## config.mk

```make
export PLATFORM = sky130hd
export DESIGN_NAME = latency_counter
export DESIGN_NICKNAME = d
export VERILOG_FILES = /design/src/rtl/latency_counter.sv
export SDC_FILE = /design/constraint.sdc
export NUM_CORES = 1
export LEC_CHECK = 0
export BUFFER_PORTS_ARGS = -buffer_cell sky130_fd_sc_hd__buf_4
export CORE_AREA = 2 2 39 41
export CTS_CLUSTER_DIAMETER = 150
export DETAILED_ROUTE_END_ITERATION = 10
export DIE_AREA = 0 0 41 43
export GPL_TIMING_DRIVEN = 1
export PLACE_DENSITY_LB_ADDON = 0.15
export SYNTH_ARGS = -nofsm -noshare
export SYNTH_HDL_FRONTEND = slang
export SYNTH_SLANG_ARGS = --single-unit
```

## constraint.sdc

```tcl
create_clock -name clk -period 2.3 [get_ports clk]
set_input_delay 0.23 -clock clk [delete_from_list [all_inputs] [get_ports clk]]
set_output_delay 0.23 -clock clk [all_outputs]
set_load 0.02 [all_outputs]
```

## src/rtl/latency_counter.sv

```systemverilog
// Loadable down-counter with zero flag, shared by the read and write paths.
// Saturates at zero so a stray decrement never wraps.
module latency_counter #(
    parameter int CW = 3
) (
    input  logic          clk,
    input  logic          rst,
    input  logic          load,
    input  logic [CW-1:0] load_val,
    input  logic          dec,
    output logic          zero
);

    logic [CW-1:0] cnt_q;

    always_ff @(posedge clk or negedge rst) begin
        if (!rst) begin
            cnt_q <= '0;
        end else if (load) begin
            cnt_q <= load_val;
        end else if (dec && cnt_q != '0) begin
            cnt_q <= cnt_q - 1'b1;
        end
    end

    assign zero = (cnt_q == '0);

endmodule

```

Word level (Yosys, flattened, before mapping)
Cells that the tools add are included.
- multiplexer cells: 2
- equal/unequal tests: 0
- div/mod/pow operators: 0
- reduce and logical (&&, ||, !) cells: 4
- multipliers: 0
- add/subtract/negate cells: 1
- magnitude comparators: 0
- shift operators: 0
- bitwise logic cells: 0
- operators by type and width (operator ; count):
    2-to-1 mux 3 bit ; 2
    logical NOT 3 bit ; 1
    nonzero test 3 bit ; 1
    subtractor 3 x 1 -> 3 bit (second input constant) ; 1
    nonzero test 2 bit ; 1
    logical AND 1 bit ; 1
- output and inout port bits: 1
- bits of input ports: 7
- memory bits (read-only): 0
- bits in latches: 0
- memories: 0
- RAM bits: 0
- register bits: 3

Depth between registers and ports, before layout
Gate-level depths: netlist (run 1).
- word-level depth: 4
- mapped depth: 5
- depth with buffers taken out: 5

Least setup slack after synthesis (run 1)
No wires, ideal clock.
- kind: reg-to-reg
- start point: register cnt_q[0]
- end point: register cnt_q[1]
- setup time: 0.126 ns
- clock period less this slack: 1.459 ns
- required time: 2.174 ns
- arrival: 1.333 ns
- stages on the path, launching flop included: 6
- path slack: 0.841 ns
- cells stage by stage: dfrtp_1 inv_1 ha_1 ha_1 nand2b_1 a221o_1
- word-level cells in the longest chain between the ends: 3
- elaborated cells on any way between the ends: 6
- classes of those cells: add/sub: 1; mux: 2; reduce/logical: 3
- RTL lines (element ; RTL line ; RTL):
    from (decl) ; 14 ; logic [CW-1:0] cnt_q;
    from (signal assigned) ; 20 ; cnt_q <= load_val;
    from (signal assigned) ; 22 ; cnt_q <= cnt_q - 1'b1;
    subtractor 3 x 1 -> 3 bit / nonzero test 3 bit (equally long branches) ; 22, 21 ;
    2-to-1 mux 3 bit / logical AND 1 bit (equally long branches) ; 21 ; end else if (dec && cnt_q != '0) begin
    2-to-1 mux 3 bit / nonzero test 2 bit (equally long branches) ; n/a ;
Parallel ways exist; a longest one is shown, timed or not. The select of a mux whose other input is x is not followed.
A chain may end at the register's enable or synchronous reset.

Worst setup path in the final report (run 1)
- start point: register cnt_q[0]
- end point: output port zero
- word-level cells in the longest chain between the ends: 1
- RTL lines (element ; RTL line ; RTL):
    logical NOT 3 bit ; 26 ; assign zero = (cnt_q == '0);
    to (decl) ; 11 ; output logic zero
Every way passes these cells.

==> metrics.txt, run 1 <==
Post-Syn Area 208 um^2; result of the run completed; sequential fraction of design power 0.305; final instance count without filler cells 46; Total Routed Length 470 um; Post-Synthesis Net Count 28; DIE WIDTH 41 um; Data arrival, critical path 1.26 ns; Switch Pwr 60.7 uW; share of the synthesized area in the top cell type 0.361; Inst Count DP 41; Power per Cell Area 722 mW/mm^2; Tightest Pin Transition 0.287 ns; cell type contributing the most total cell area after synthesis dfrtp_1; placeable core area 0.00138 mm^2; highest cell delay on the worst timing path 0.37 ns; global-route wire length before repair 821 um; TritonCTS clock tree yes; total count of hold-check failures in the final report 0; flip-flop count of the largest register after layout 3; 1st-pass router iterations 1; worst min path class in -> reg; root buffer cell clkbuf_4; cell with the most instances on the worst path ha_1; CTS-repair resized insts 0; Min Clock Period, post-route 1.49 ns; pin count of the biggest net entering global routing 10; Largest regs cnt_q: 3 flops; Antenna Violating Nets Remaining 0; number of clock sinks seen by CTS 3; RSZ-0062 raised after global routing false; Area contributors post-synth dfrtp_1 (36%), a221o_1 (14%), nor4b_1 (13%); reported leakage power 0.143 nW; CTS HTree Levels 1; height of the chip 43 um; internal power consumption 160 uW; sw frac 0.275; relative contribution of the clock network to total power 0.425; Antenna Diode Count 0; data required time of the worst path 2.07 ns; Die Area 0.00176 mm^2; initial antenna violation count 0; hold path startpoint load_val[2]; effective utilization at floorplan 0.150; Global Route Usage Sum 0.0681; Slew Viols, Final 0; drt initial violations 0; number of vias in the routed layout 175; most common library cell in the layout ignoring fill and taps buf_4; highest net fanout along the worst path 5; critical path endpoint category output port; portion of the clock cycle consumed by the worst path in the final layout 0.646; Distinct cells, synth 9; standard cell with the maximum stage delay on the critical path dfrtp_1; worst reg2reg startpoint cnt_q[0]$_DFFE_PN0P_; area grow syn2layout 47.0%; number of global-route vias before repair 218; input/output buffers 7; total setup violations reported at the end of the flow 0; synthesized area per cell 10.9 um^2; fraction of final layout cells with drive strength greater than 1 0.367; Yosys Warn Count 0; number of placement rows 14; maximum count of clock buffers along a single path 2; number of max-cap violations 0; number of top-level pins 8; Residual DRC 0; Post-Route Setup TNS 0 ns; weighted congestion at the end of routability-driven global placement 0.714; peak supply drop 115 uV; most flop-heavy register cnt_q; final global-route overflow total 0; headroom to the max-slew limit 0.806; cell chain of the critical path inv_1, ha_1, ha_1, buf_4; share of the yosys chip area belonging to registers 0.361; Logic pwr share 0.270; clock skew 0.00364 ns; Post-CTS Setup Bufs 0; total number of nets in the final design 40; gate count after technology mapping 19; average routed wire per standard cell 10.2 um; Vias per Instance 3.80; classification of the worst setup path reg -> out; number of buffers created by CTS 3; first element of the critical path cnt_q[0]$_DFFE_PN0P_; kind of launch point of the worst setup path register; Yosys reg bits 3; Clock transition at path regs 0.04 ns; highest clock frequency the design can meet 673 MHz; clock insertion delay at the later pin of the skew report 0.23 ns
## worst max-delay path, delay by kind of cell, from the launching register on
family                     cells  cell delay [ns]
adders and majority gates      2             0.43
DFF                            1             0.37
buffers and inverters          2             0.23
## cell usage after synthesis
| cell | instances |
|---|---|
| nand2b_1 | 1 |
| dfrtp_1 | 3 |
| nor4b_1 | 3 |
| a221o_1 | 3 |
| inv_1 | 3 |
| buf_6 | 1 |
| ha_1 | 2 |
| nor2b_1 | 2 |
| and2b_4 | 1 |
## path summary, 6_finish.rpt
| check | to | slack (ns) | cells after the start |
|---|---|---|---|
| min in group asynchronous | cnt_q[2]$_DFFE_PN0P_ | 0.32 | 2 |
| worst min-delay path | cnt_q[2]$_DFFE_PN0P_ | 0.23 | 2 |
| worst max register to register | cnt_q[1]$_DFFE_PN0P_ | 0.83 | 5 |
| worst min register to register | cnt_q[2]$_DFFE_PN0P_ | 0.64 | 2 |
| max in group asynchronous | cnt_q[0]$_DFFE_PN0P_ | 1.88 | 2 |
| worst max-delay path | zero | 0.81 | 4 |
## layout make-up
type	instances	area (um^2)
repair buffers	8	62.6
fillers	161	1080
flip-flops and latches	3	75.1
inverters	3	11.3
multi-input cells	12	110
clock buffers	4	26.3
well taps	16	20.0
## kinds of logic after synthesis
logic type / share of synthesized area
AND/OR/NAND/NOR: 0.265
flip-flops: 0.361
AO/OA/AOI/OAI: 0.145
buffers and inverters: 0.108
adder cells (fa/ha/maj): 0.120
## power by group through the flow
stage                     clock network, mW  logic, mW  registers, mW
after floorplan                           0     0.0410         0.0655
after global placement                    0     0.0576         0.0680
after detailed placement                  0     0.0595         0.0672
after CTS                             0.103     0.0604         0.0675
after global routing                  0.109     0.0670         0.0683
final                                0.0938     0.0595         0.0673
## routing by layer
layer	share of wire	track usage	vias up
met3	0.026	0	0
met2	0.49	0.0969	4
met1	0.48	0.0892	80
li1	-	-	91
met4	0	0.0600	0
met5	0	0	-
## stage by stage
stage	total power [mW]	cell area, um^2	worst slack (ns)	utilization	hold slack [ns]
2_1_floorplan	0.107	208	0.841	-	-0.0656
3_3_place_gp	0.126	269	0.834	0.194	0.0202
3_5_place_dp	0.127	269	0.819	0.194	0.0236
4_1_cts	0.231	305	0.790	0.221	0.221
5_1_grt	0.245	305	0.737	0.221	0.214
6_report	0.221	305	0.814	0.221	0.233
## repair_timing
action / 4_1_cts / 5_1_grt
hold buffers: 1 / 0
endpoints found under the setup margin: 0 / 0
hold endpoints to repair: 3 / 0
No activity file was read; power rests on OpenSTA's default activity.
==> run 2: changes to the inputs <==
==> constraint.sdc (replaced) <==
create_clock -name clk -period 1.5 [get_ports clk]
set_input_delay 0.15 -clock clk [delete_from_list [all_inputs] [get_ports clk]]
set_output_delay 0.15 -clock clk [all_outputs]
set_load 0.02 [all_outputs]
==> metrics.txt, run 2 (synthesis gave the netlist of run 1 again) <==
area grow syn2layout 54.2%; Clock transition at path regs 0.04 ns (about the same); pin count of the biggest net entering global routing 10 (unchanged); number of top-level pins 8 (unchanged); worst min path class in -> reg; Total Routed Length 441 um (-6.2%); portion of the clock cycle consumed by the worst path in the final layout 0.924; Vias per Instance 3.74 (-1.6%); highest net fanout along the worst path 5 (unchanged); highest clock frequency the design can meet 721 MHz; number of max-cap violations 0 (unchanged); Die Area 0.00176 mm^2 (unchanged); Largest regs cnt_q: 3 flops; headroom to the max-slew limit 0.792 (-0.0136); average routed wire per standard cell 9.38 um (-8.2%); fraction of final layout cells with drive strength greater than 1 0.419 (+0.0527); maximum count of clock buffers along a single path 2 (unchanged); kind of launch point of the worst setup path register; number of placement rows 14 (unchanged); Min Clock Period, post-route 1.39 ns; number of filler instances in the final layout 151 (-6.2%); initial antenna violation count 0 (unchanged); Power per Cell Area 1080 mW/mm^2 (+49%); drt initial violations 2 (+2); global-route wire length before repair 759 um (-7.6%); height of the chip 43 um (unchanged); total number of nets in the final design 41 (+2.5%); cell count of the worst reg-to-reg path 5 (unchanged); number of global-route vias before repair 210 (-3.7%); flip-flop count of the largest register after layout 3 (unchanged); TritonCTS clock tree yes; total setup violations reported at the end of the flow 0 (unchanged); final global-route overflow total 0 (unchanged); CTS HTree Levels 1 (unchanged); RSZ-0062 raised after global routing false; DIE WIDTH 41 um (unchanged); Antenna Violating Nets Remaining 0 (unchanged); number of vias in the routed layout 176 (+0.57%); Data arrival, critical path 1.50 ns (+0.24 ns); clock skew 0.00314 ns (-0.000499 ns); core utilization of the finished layout 0.231 (+0.0108); most flop-heavy register cnt_q; Post-Route Setup TNS 0 ns (unchanged); critical path endpoint category register; weighted congestion at the end of routability-driven global placement 0.738 (+3.3%); peak supply drop 233 uV (+100%); result of the run completed; Residual DRC 0 (unchanged); Tightest Pin Transition 0.308 ns (+0.0201 ns); clock insertion delay at the later pin of the skew report 0.23 ns (about the same); Antenna Diode Count 0 (unchanged); classification of the worst setup path reg -> reg; total count of hold-check failures in the final report 0 (unchanged); placeable core area 0.00138 mm^2 (unchanged); reported leakage power 0.151 nW (+5.6%); root buffer cell clkbuf_4; input/output buffers 7 (unchanged); hold-critical path depth 2 (unchanged); Global Route Usage Sum 0.0662 (-0.00187); number of clock sinks seen by CTS 3 (unchanged); Slew Viols, Final 0 (unchanged); number of buffers created by CTS 3 (unchanged); effective utilization at floorplan 0.150 (unchanged); estimated wirelength of the detail-placed design 333 um; most common library cell in the layout ignoring fill and taps buf_4; data required time of the worst path 1.61 ns (-0.46 ns); 1st-pass router iterations 2 (+1)
==> run 2: final timing paths <==
check / slack, ns / end / from
worst max-delay path: 0.11 / cnt_q[0]$_DFFE_PN0P_ / cnt_q[0]$_DFFE_PN0P_
worst min-delay path: 0.15 / cnt_q[1]$_DFFE_PN0P_ / load_val[1]
worst max register to register: 0.11 / cnt_q[0]$_DFFE_PN0P_ / cnt_q[0]$_DFFE_PN0P_
worst min register to register: 0.64 / cnt_q[1]$_DFFE_PN0P_ / cnt_q[1]$_DFFE_PN0P_
max in group asynchronous: 1.16 / cnt_q[1]$_DFFE_PN0P_ / rst
min in group asynchronous: 0.24 / cnt_q[0]$_DFFE_PN0P_ / rst
==> run 2: critical path: stages (launching register included) <==
cell      delay (ns)
dfrtp_1         0.35
inv_1           0.05
ha_1            0.19
ha_1            0.23
nand2b_4        0.16
a221o_1         0.29
==> run 2: layout make-up <==
class | instances | area, um^2 | area share
flip-flops and latches | 3 | 75.1 | 0.234
well taps | 16 | 20.0 | 0.0625
inverters | 3 | 11.3 | 0.0352
repair buffers | 9 | 70.1 | 0.219
clock buffers | 4 | 26.3 | 0.0820
multi-input cells | 12 | 118 | 0.367
==> run 2: metrics by stage <==
step	worst slack, ns	instances	instance area [um^2]	hold slack (ns)	power (mW)
floorplan	0.0413	19	208	-0.146	0.163
global placement	0.0470	42	277	-0.0599	0.198
detailed placement	0.0747	42	277	-0.0582	0.197
CTS	0.0651	47	313	0.145	0.353
global route	0.0111	47	320	0.148	0.372
finish	0.114	47	320	0.153	0.345
==> run 2: repair_timing <==
item                                    CTS  global route
resized for setup                         0             1
endpoints found under the hold margin     3             0
hold buffers                              1             0
buffers inserted                          0             0
endpoints found under the setup margin    0             3
==> run 2: power by group <==
part           switching [mW]  internal (mW)
Combinational          0.0419         0.0588
Clock                  0.0432         0.0998
Sequential            0.00736         0.0944
==> run 2: metal layers <==
| metal | vias up | global-route usage | wire, um |
|---|---|---|---|
| met2 | 4 | 0.0750 | 217 |
| met1 | 78 | 0.0962 | 215 |
| li1 | 94 | - | - |
| met4 | 0 | 0.0800 | 0 |
| met3 | 0 | 0 | 8 |
| met5 | - | 0 | 0 |
